[src/rtl/hwpe_engine_ctrl_pkg.sv]
// Shared types for the HWPE multi-stream engine controller.
package hwpe_engine_ctrl_pkg;

  localparam int unsigned CNT_W_DEF = 32;

  typedef enum logic [2:0] {
    IDLE,
    WAIT_K,
    START,
    RUN,
    DONE
  } engine_state_e;

  typedef struct packed {
    logic start;
    logic clear;
  } ctrl_engine_ctrl_t;

  typedef struct packed {
    logic done;
    logic ready;
    logic busy;
    logic err;
  } flags_engine_ctrl_t;

endpackage

[src/rtl/hwpe_stream_beat_counter.sv]
// Per-stream saturating beat counter with completion compare and overrun detect.
module hwpe_stream_beat_counter
  import hwpe_engine_ctrl_pkg::*;
#(
  parameter int unsigned CNT_W = CNT_W_DEF
) (
  input  logic             clk_i,
  input  logic             rst_ni,
  input  logic             en_i,
  input  logic             clr_i,
  input  logic             hs_i,
  input  logic [CNT_W-1:0] len_i,
  output logic [CNT_W-1:0] cnt_o,
  output logic             complete_o,
  output logic             overrun_o
);

  logic [CNT_W-1:0] r_cnt;
  logic             w_sat;
  logic             w_beat;

  assign w_sat      = &r_cnt;
  assign w_beat     = en_i & hs_i;
  assign complete_o = (r_cnt >= len_i);
  // Overrun is judged against the count before this beat lands.
  assign overrun_o  = w_beat & complete_o;
  assign cnt_o      = r_cnt;

  always_ff @(posedge clk_i or negedge rst_ni) begin
    if (!rst_ni) begin
      r_cnt <= '0;
    end else if (clr_i) begin
      r_cnt <= '0;
    end else if (w_beat && !w_sat) begin
      r_cnt <= r_cnt + 1'b1;
    end
  end

endmodule

[src/rtl/hwpe_multi_stream_engine_ctrl.sv]
// Engine control: sequences kernel start, tracks per-stream beats, signals job done.
module hwpe_multi_stream_engine_ctrl
  import hwpe_engine_ctrl_pkg::*;
#(
  parameter int unsigned N_OUT  = 2,
  parameter int unsigned CNT_W  = CNT_W_DEF,
  parameter int unsigned DATA_W = 32
) (
  input  logic                       clk_i,
  input  logic                       rst_ni,
  input  logic                       clear_i,
  input  logic                       start_i,
  input  logic [N_OUT*CNT_W-1:0]     len_i,
  input  logic                       kernel_done_i,
  input  logic                       kernel_ready_i,
  input  logic                       kernel_idle_i,
  input  logic [N_OUT-1:0]           out_valid_i,
  input  logic [N_OUT-1:0]           out_ready_i,
  output logic                       kernel_start_o,
  output logic [N_OUT*(DATA_W/8)-1:0] out_strb_o,
  output logic [N_OUT*CNT_W-1:0]     cnt_o,
  output logic                       done_o,
  output logic                       ready_o,
  output logic                       busy_o,
  output logic                       err_o
);

  engine_state_e                  r_state;
  engine_state_e                  w_state_nxt;
  logic [N_OUT-1:0][CNT_W-1:0]    r_len;
  logic [N_OUT-1:0][CNT_W-1:0]    w_cnt;
  logic [N_OUT-1:0]               w_complete;
  logic [N_OUT-1:0]               w_overrun;
  logic                           r_kdone_seen;
  logic                           r_err;
  logic                           r_done;
  logic                           r_kstart;
  logic                           r_ready;
  logic                           w_kavail;
  logic                           w_cnt_en;
  logic                           w_job_start;
  logic                           w_cnt_clr;
  ctrl_engine_ctrl_t              w_ctrl;
  flags_engine_ctrl_t             w_flags;

  assign w_ctrl      = '{start: start_i, clear: clear_i};
  assign w_kavail    = kernel_ready_i | kernel_idle_i;
  assign w_cnt_en    = (r_state == START) || (r_state == RUN) || (r_state == DONE);
  assign w_job_start = (r_state == IDLE) && w_ctrl.start;
  assign w_cnt_clr   = w_ctrl.clear | w_job_start;

  for (genvar k = 0; k < N_OUT; k++) begin : g_chan
    hwpe_stream_beat_counter #(
      .CNT_W (CNT_W)
    ) i_beat_cnt (
      .clk_i      (clk_i),
      .rst_ni     (rst_ni),
      .en_i       (w_cnt_en),
      .clr_i      (w_cnt_clr),
      .hs_i       (out_valid_i[k] & out_ready_i[k]),
      .len_i      (r_len[k]),
      .cnt_o      (w_cnt[k]),
      .complete_o (w_complete[k]),
      .overrun_o  (w_overrun[k])
    );
  end

  always_comb begin
    w_state_nxt = r_state;
    case (r_state)
      IDLE:    if (w_ctrl.start) w_state_nxt = w_kavail ? START : WAIT_K;
      WAIT_K:  if (w_kavail) w_state_nxt = START;
      START:   w_state_nxt = RUN;
      RUN:     if (r_kdone_seen && (&w_complete)) w_state_nxt = DONE;
      DONE:    w_state_nxt = IDLE;
      default: w_state_nxt = IDLE;
    endcase
    if (w_ctrl.clear) w_state_nxt = IDLE;
  end

  // Pulse outputs are registered from the next state so they align with the state itself.
  always_ff @(posedge clk_i or negedge rst_ni) begin
    if (!rst_ni) begin
      r_state      <= IDLE;
      r_len        <= '0;
      r_kdone_seen <= 1'b0;
      r_err        <= 1'b0;
      r_done       <= 1'b0;
      r_kstart     <= 1'b0;
      r_ready      <= 1'b0;
    end else if (w_ctrl.clear) begin
      r_state      <= IDLE;
      r_len        <= '0;
      r_kdone_seen <= 1'b0;
      r_err        <= 1'b0;
      r_done       <= 1'b0;
      r_kstart     <= 1'b0;
      r_ready      <= 1'b0;
    end else begin
      r_state  <= w_state_nxt;
      r_kstart <= (w_state_nxt == START);
      r_done   <= (w_state_nxt == DONE);
      r_ready  <= (w_state_nxt == IDLE) && w_kavail;
      if (w_job_start) begin
        r_len        <= len_i;
        r_err        <= 1'b0;
        r_kdone_seen <= 1'b0;
      end else begin
        if (|w_overrun) r_err <= 1'b1;
        if (((r_state == START) || (r_state == RUN)) && kernel_done_i) r_kdone_seen <= 1'b1;
      end
    end
  end

  assign w_flags = '{done: r_done, ready: r_ready, busy: (r_state != IDLE), err: r_err};

  assign kernel_start_o = r_kstart;
  assign out_strb_o     = '1;
  assign cnt_o          = w_cnt;
  assign done_o         = w_flags.done;
  assign ready_o        = w_flags.ready;
  assign busy_o         = w_flags.busy;
  assign err_o          = w_flags.err;

endmodule
[config.mk]
export PLATFORM = sky130hd
export DESIGN_NAME = hwpe_multi_stream_engine_ctrl
export DESIGN_NICKNAME = d
export VERILOG_FILES = /design/src/rtl/hwpe_engine_ctrl_pkg.sv /design/src/rtl/hwpe_stream_beat_counter.sv /design/src/rtl/hwpe_multi_stream_engine_ctrl.sv
export SDC_FILE = /design/constraint.sdc
export NUM_CORES = 1
export LEC_CHECK = 0
export CAP_MARGIN = 20
export CELL_PAD_IN_SITES_DETAIL_PLACEMENT = 0
export CELL_PAD_IN_SITES_GLOBAL_PLACEMENT = 1
export CORE_ASPECT_RATIO = 1.5
export CORE_UTILIZATION = 36
export DETAILED_ROUTE_END_ITERATION = 16
export MAX_ROUTING_LAYER = met4
export PLACE_DENSITY_LB_ADDON = 0.1
export SLEW_MARGIN = 20
export SYNTH_ARGS = -nofsm -noshare
export SYNTH_HDL_FRONTEND = slang
export SYNTH_SLANG_ARGS = --single-unit
export TNS_END_PERCENT = 10
[constraint.sdc]
create_clock -name clk_i -period 2.1 [get_ports clk_i]
set_input_delay 0.42 -clock clk_i [delete_from_list [all_inputs] [get_ports clk_i]]
set_output_delay 0.42 -clock clk_i [all_outputs]
set_load 0.1 [all_outputs]
# Word level (Yosys, flattened, before mapping)
# Index checks and enable logic that the tools add are counted.
[op_classes] add_sub_neg=2 muxes=22 eq_ne=6 magnitude_cmp=2 bitwise_logic=8 reduce_logical=22
[op_table] op="$mux 32" count=4
[op_table] op="$mux 64" count=2
[op_table] op="$add 32x1->32 const B" count=2
[op_table] op="$ge 32x32->1" count=2
[op_table] op="$reduce_and 32->1" count=2
[op_table] op="$mux 3" count=5
[op_table] op="$pmux 3 s4" count=1
[op_table] op="$eq 3x2->1 const B" count=3
[op_table] op="$mux 1" count=9
[op_table] op="$reduce_bool 3->1" count=3
[op_table] op="$and 1x1->1" count=6
[op_table] op="$eq 3x3->1 const B" count=2
[op_table] op="$logic_and 1x1->1" count=6
[op_table] op="$logic_not 3->1" count=2
[op_table] op="$reduce_bool 2->1" count=3
[op_table] op="$eq 3x1->1 const B" count=1
[op_table] op="$logic_not 1->1" count=2
[op_table] op="$logic_or 1x1->1" count=2
[op_table] op="$mux 2" count=1
[op_table] op="$or 1x1->1" count=2
[op_table] op="$reduce_and 2->1" count=1
[op_table] op="$reduce_or 2->1" count=1
[totals] reg_bits=136 out_inout_bits=77

# Logic depth before layout (Yosys ltp)
[depth] word_depth=9 mapped_depth=9 mapped_depth_nobuf=8

# By module
# A second synthesis with hierarchy kept.
[unflattened] hier_cells=957 hier_area_um2=8987.4
[by_module_without_submodules] module="hwpe_stream_beat_counter" cells_per_inst=317 n_inst=2 seq_area_each_um2=800.8 area_per_inst_um2=2682.6
[by_module_without_submodules] module="hwpe_multi_stream_engine_ctrl" cells_per_inst=323 n_inst=1 seq_area_each_um2=1801.7 area_per_inst_um2=3622.2

# Worst setup path after synthesis
# OpenSTA, ideal clock, no wires.
[synth_timing] path_type="reg-to-reg" startpoint="reg g_chan[1].i_beat_cnt.r_cnt[0]" endpoint="reg g_chan[1].i_beat_cnt.r_cnt[1]" synth_period_minus_slack_ps=2955 t_required_ps=1980 slack_ps=-855 t_arrival_ps=2835 stages_incl_launch_ff=9 setup_ps=120 cell_sequence="dfrtp_1 -> ha_1 -> and3_1 -> nand3_1 -> or2_2 -> clkbuf_1 -> o21ba_2 -> buf_2 -> a31o_2"
[synth_via] elab_chain_len=4 word_cells_on_any_way=7 cone_classes="add/sub (1); mux (2); reduce/logical (4)"
[synth_rtl] item="start: declaration" line_no="hwpe_stream_beat_counter.sv:18" source="logic [CNT_W-1:0] r_cnt;"
[synth_rtl] item="start signal: assignment" line_no="hwpe_stream_beat_counter.sv:35" source="r_cnt <= r_cnt + 1'b1;"
[synth_rtl] item="parallel branches: the longest is 4 deep, another holds $add 32x1->32"
# Parallel ways; which one is timed is not known. The select of a mux whose other input is x is not followed.
# A chain may end at the register's enable or synchronous reset.

# Final worst setup path
[layout_timing] startpoint="reg g_chan[1].i_beat_cnt.r_cnt[17]" endpoint="reg r_state[1]"
[layout_via] elab_chain_len=7
[layout_rtl] item="$ge 32x32->1" line_no="hwpe_stream_beat_counter.sv:24" source="assign complete_o = (r_cnt >= len_i);"
[layout_rtl] item="$reduce_and 2->1" line_no="hwpe_multi_stream_engine_ctrl.sv:74" source="RUN: if (r_kdone_seen && (&w_complete)) w_state_nxt = DONE;"
[layout_rtl] item="$logic_and 1x1->1" line_no="hwpe_multi_stream_engine_ctrl.sv:74"
[layout_rtl] item="$mux 3" line_no="hwpe_multi_stream_engine_ctrl.sv:74"
[layout_rtl] item="$pmux 3 s4" line_no="hwpe_multi_stream_engine_ctrl.sv:70" source="case (r_state)"
[layout_rtl] item="$mux 3" line_no="hwpe_multi_stream_engine_ctrl.sv:78" source="if (w_ctrl.clear) w_state_nxt = IDLE;"
[layout_rtl] item="$mux 3" line_no="hwpe_multi_stream_engine_ctrl.sv:91" source="end else if (w_ctrl.clear) begin"
[layout_rtl] item="end signal: assignment" line_no="hwpe_multi_stream_engine_ctrl.sv:100" source="r_state <= w_state_nxt;"
[layout_rtl] item="end: declaration" line_no="hwpe_multi_stream_engine_ctrl.sv:28" source="engine_state_e r_state;"
# No other way between the ends.

==> flow_results.org <==
** CTS
- Number of H-tree branching levels :: 4
- TritonCTS clock tree :: done
- Root cell of the clock tree :: clkbuf_16
- The longest clock path from root to sink contains 2 buffers.
- CTS sink count :: 136
- Clock latency on the worst-skew pair :: 0.43 ns
- Clock transition at the registers of the reported paths :: 0.06 ns
- Number of buffers created by CTS :: 17

** Cells and area
- Area growth syn-to-layout :: 44.6%
- Cell area after layout :: 0.0114 mm2
- Leading cell type in the layout, fill and taps excluded :: buf_4
- In the final design database the tool counted 1292 nets.
- Of the cells placed in the final design, the portion with a size suffix greater than 1 is 0.267.
- Top library cells by usage in the layout, fill and taps aside :: buf_4, nand2_1, a21oi_1
- The count of cells in the finished layout, fillers not included, comes to 1438.

** Yosys
- The cell count after synthesis came out at 907.
- The synthesized design contains 136 register bits.
- Post-synth top area share :: 0.430
- Yosys Warn Count :: 0
- Netlist area before placement :: 0.00791 mm2
- Yosys top cell by area :: dfrtp_1
- Predominant post-synthesis flop cell :: dfrtp_1
- For this run, the register share of the synthesized area comes to 0.430.
- The number of different library cells used by synthesis comes to 53.
- Counting flops with an async set or reset pin after synthesis yields a share of 1.00.
- Synth area leaders :: dfrtp_1, ha_1, nand2_1, a21oi_1, xor2_1
- A synthesized cell averages around 8.7 um2.
- Counting flops with a built-in enable in the synthesized netlist gives 0.

** Worst setup path
- Data on the critical path is required at its endpoint by about 2.4 ns.
- The worst setup path is launched from a register.
- The worst setup path is captured at a register.
- Worst EP arrival :: 2.81 ns
- Cell-by-cell trace of the critical path :: ha_1 -> nand4_1 -> or4_4 -> or4_4 -> o22ai_4 -> o22ai_4 -> a21o_1
- Along the worst path, the maximum fanout reaches 4.
- The critical path is of the reg2reg type.
- The largest single stage delay on the critical path is ~0.57 ns.
- Crit path max-delay cell type :: or4_4

** Placement
- Port Buffers :: 143
- DP Area :: 0.0107 mm2
- The congestion estimate from routability-driven global placement came to 0.824.
- Cell count after placement :: 1402
- Post-DP HPWL :: 17.5 mm

** Global routing
- The first global-routing pass estimated 36.5 mm of wire.
- Via count of the first global-routing pass :: 7056
- In the global route stage, overall resource usage came out at 0.222.
- Antenna violations before repair :: 2
- GRT overflow :: 0
- Maximum number of pins on one net before global-route repair :: 65

** STA
- The number of slew-limit violations in the final report was 0.
- The clock arrives with 0.0106 ns of skew.
- Based on the critical path, the design can be clocked at up to 402 MHz.
- Slew at the pin closest to its max-slew limit :: 0.723 ns
- Final cycle utilization of the critical path :: 1.19
- The worst path in the final design needs a cycle of between 2 and 2.5 ns, including I/O delays and setup.
- Setup repair after global routing could not meet its margin everywhere.
- Final hold analysis gives a worst-case slack of 0.406 ns.
- Final setup violation count :: 7
- Once routing completed, OpenROAD measured the worst setup slack at -0.390 ns.
- The total count of hold-check failures in the final report is 0.
- Worst slew margin :: 0.513

** Status
- The final reports fail on negative setup slack.
- Run status :: finished, violations left

** Floorplanning
- Total core area :: ~0.022 mm2
- After floorplanning, the core was divided into 66 placement rows.
- Die Span X :: 123 um
- Die boundary height :: about 180 um
- Floorplan die area :: about 0.023 mm2
- 152 I/O pins were placed.
- The initial utilization of the core area, before any placement, comes to 0.366.

** Routing
- Number of DRC violations after detailed-routing iteration 0 :: 258
- DRC errors left :: 0
- Dividing the detail-routed via count by the number of cells gives 4.97.
- Dividing the detail-routed wire length by the instance count gives approximately 16 um.
- Number of iterations in the first detailed-routing pass :: 6
- Via Count :: 7145
- Once detail routing completed, the nets flagged for antenna violations numbered 0.
- Wires add up to 22.9 mm.

** Pwr
- Overall power of the completed layout :: 7.18 mW
- The worst-case IR drop observed on VDD is 0.568 mV.
- Cell leakage power :: about 5.2 nW
- Dividing total power by cell area gives a power density of ~630 mW/mm2.

** Flow run
- Max Cap Viol :: 0

** Min path
- The worst hold path belongs to the class in2reg.
==> report_power, final <==
group	total (mW)	switching (mW)	internal (mW)
registers	2.78	0.0546	2.73
logic	1.18	0.693	0.484
clock network	3.22	1.14	2.08
==> worst max-delay path: cells and delay by family (launching register included) <==
family          cells  cell delay, ns
simple gates        3            1.12
compound gates      3            0.48
flops               1            0.47
fa+ha+maj           1            0.31
==> Yosys cell counts, types with 3 or more instances <==
cell type  instances
ha_1              66
o211ai_1           3
and3_1            22
nand4_1           38
dfrtp_1          136
nor3_1            13
and2_1             6
o21ai_0           27
inv_1             69
o22ai_1            3
nor2_1            70
and4_1            11
a21oi_1           95
a31oi_1            4
nand3_1           27
xnor2_1            5
clkbuf_1          32
or3_1              6
nand2b_1           5
nand2_1          164
buf_1              3
xor2_1            46
a31o_2             4
a21o_1             6
buf_4              9
==> path summary, 6_finish.rpt <==
kind                                                            start                                         end  slack [ns]  cells past startpoint
setup / recovery           g_chan[1].i_beat_cnt.cnt_o[17]$_DFFE_PN0P_                        r_state[1]$_DFF_PN0_       -0.39                      7
hold / removal                                                clear_i                       r_len[48]$_DFFE_PN0N_        0.41                      3
setup reg to reg           g_chan[1].i_beat_cnt.cnt_o[17]$_DFFE_PN0P_                        r_state[1]$_DFF_PN0_       -0.39                      7
hold reg to reg                                 r_len[20]$_DFFE_PN0N_                       r_len[20]$_DFFE_PN0N_        0.52                      2
max in group asynchronous                                      rst_ni  g_chan[1].i_beat_cnt.cnt_o[28]$_DFFE_PN0P_        0.96                      3
min in group asynchronous                                      rst_ni                       r_len[49]$_DFFE_PN0N_        0.47                      2
==> routing by layer <==
metal | GRT usage | share of wire
met5 | - | 0
met4 | 0.0704 | 0.016
met3 | 0.0434 | 0.039
met2 | 0.401 | 0.56
met1 | 0.240 | 0.39
==> timing repair <==
item	in CTS	in global routing
setup buffers	0	1
gates resized for setup	7	13
endpoints found under the hold margin	33	0
setup endpoints to repair	29	51
hold buffers	1	0
pin swaps	2	8
==> kinds of logic (layout without fill, tap and decap cells) <==
group,after synthesis,in the layout,synth area share
AND/OR/NAND/NOR,376,376,0.227
flip-flops,136,136,0.430
other,1,10,0.000474
adder cells (fa/ha/maj),66,66,0.104
XOR/XNOR,51,51,0.0565
buffers and inverters,114,364,0.0585
AO/OA/AOI/OAI,162,162,0.122
multiplexers,1,1,0.00127
==> through the flow <==
stage	setup TNS, ns	util	worst slack [ns]
2_1_floorplan	-13.02	-	-0.438
3_3_place_gp	-8.01	0.496	-0.403
3_5_place_dp	-9.09	0.496	-0.456
4_1_cts	-2.50	0.527	-0.433
5_1_grt	-3.88	0.529	-0.505
6_report	-1.82	0.529	-0.390
==> state kept, by name, indices dropped and copies added (netlist names) <==
| signal | count |
|---|---|
| r_kdone_seen | 1 |
| kernel_start_o | 1 |
| done_o | 1 |
| g_chan.i_beat_cnt.cnt_o | 64 |
| r_len | 64 |
| err_o | 1 |
| ready_o | 1 |
| r_state | 3 |
==> area by class of cell <==
cell class,count,area (um2)
multi-input combinational,664,4320
clock buffer,24,482
fill,2104,10200
inverter,69,259
timing repair buffer,263,2370
clock inverter,8,143
antenna,2,5.00
sequential,136,3520
tap,272,340
Power figures use the tool's default switching activity.
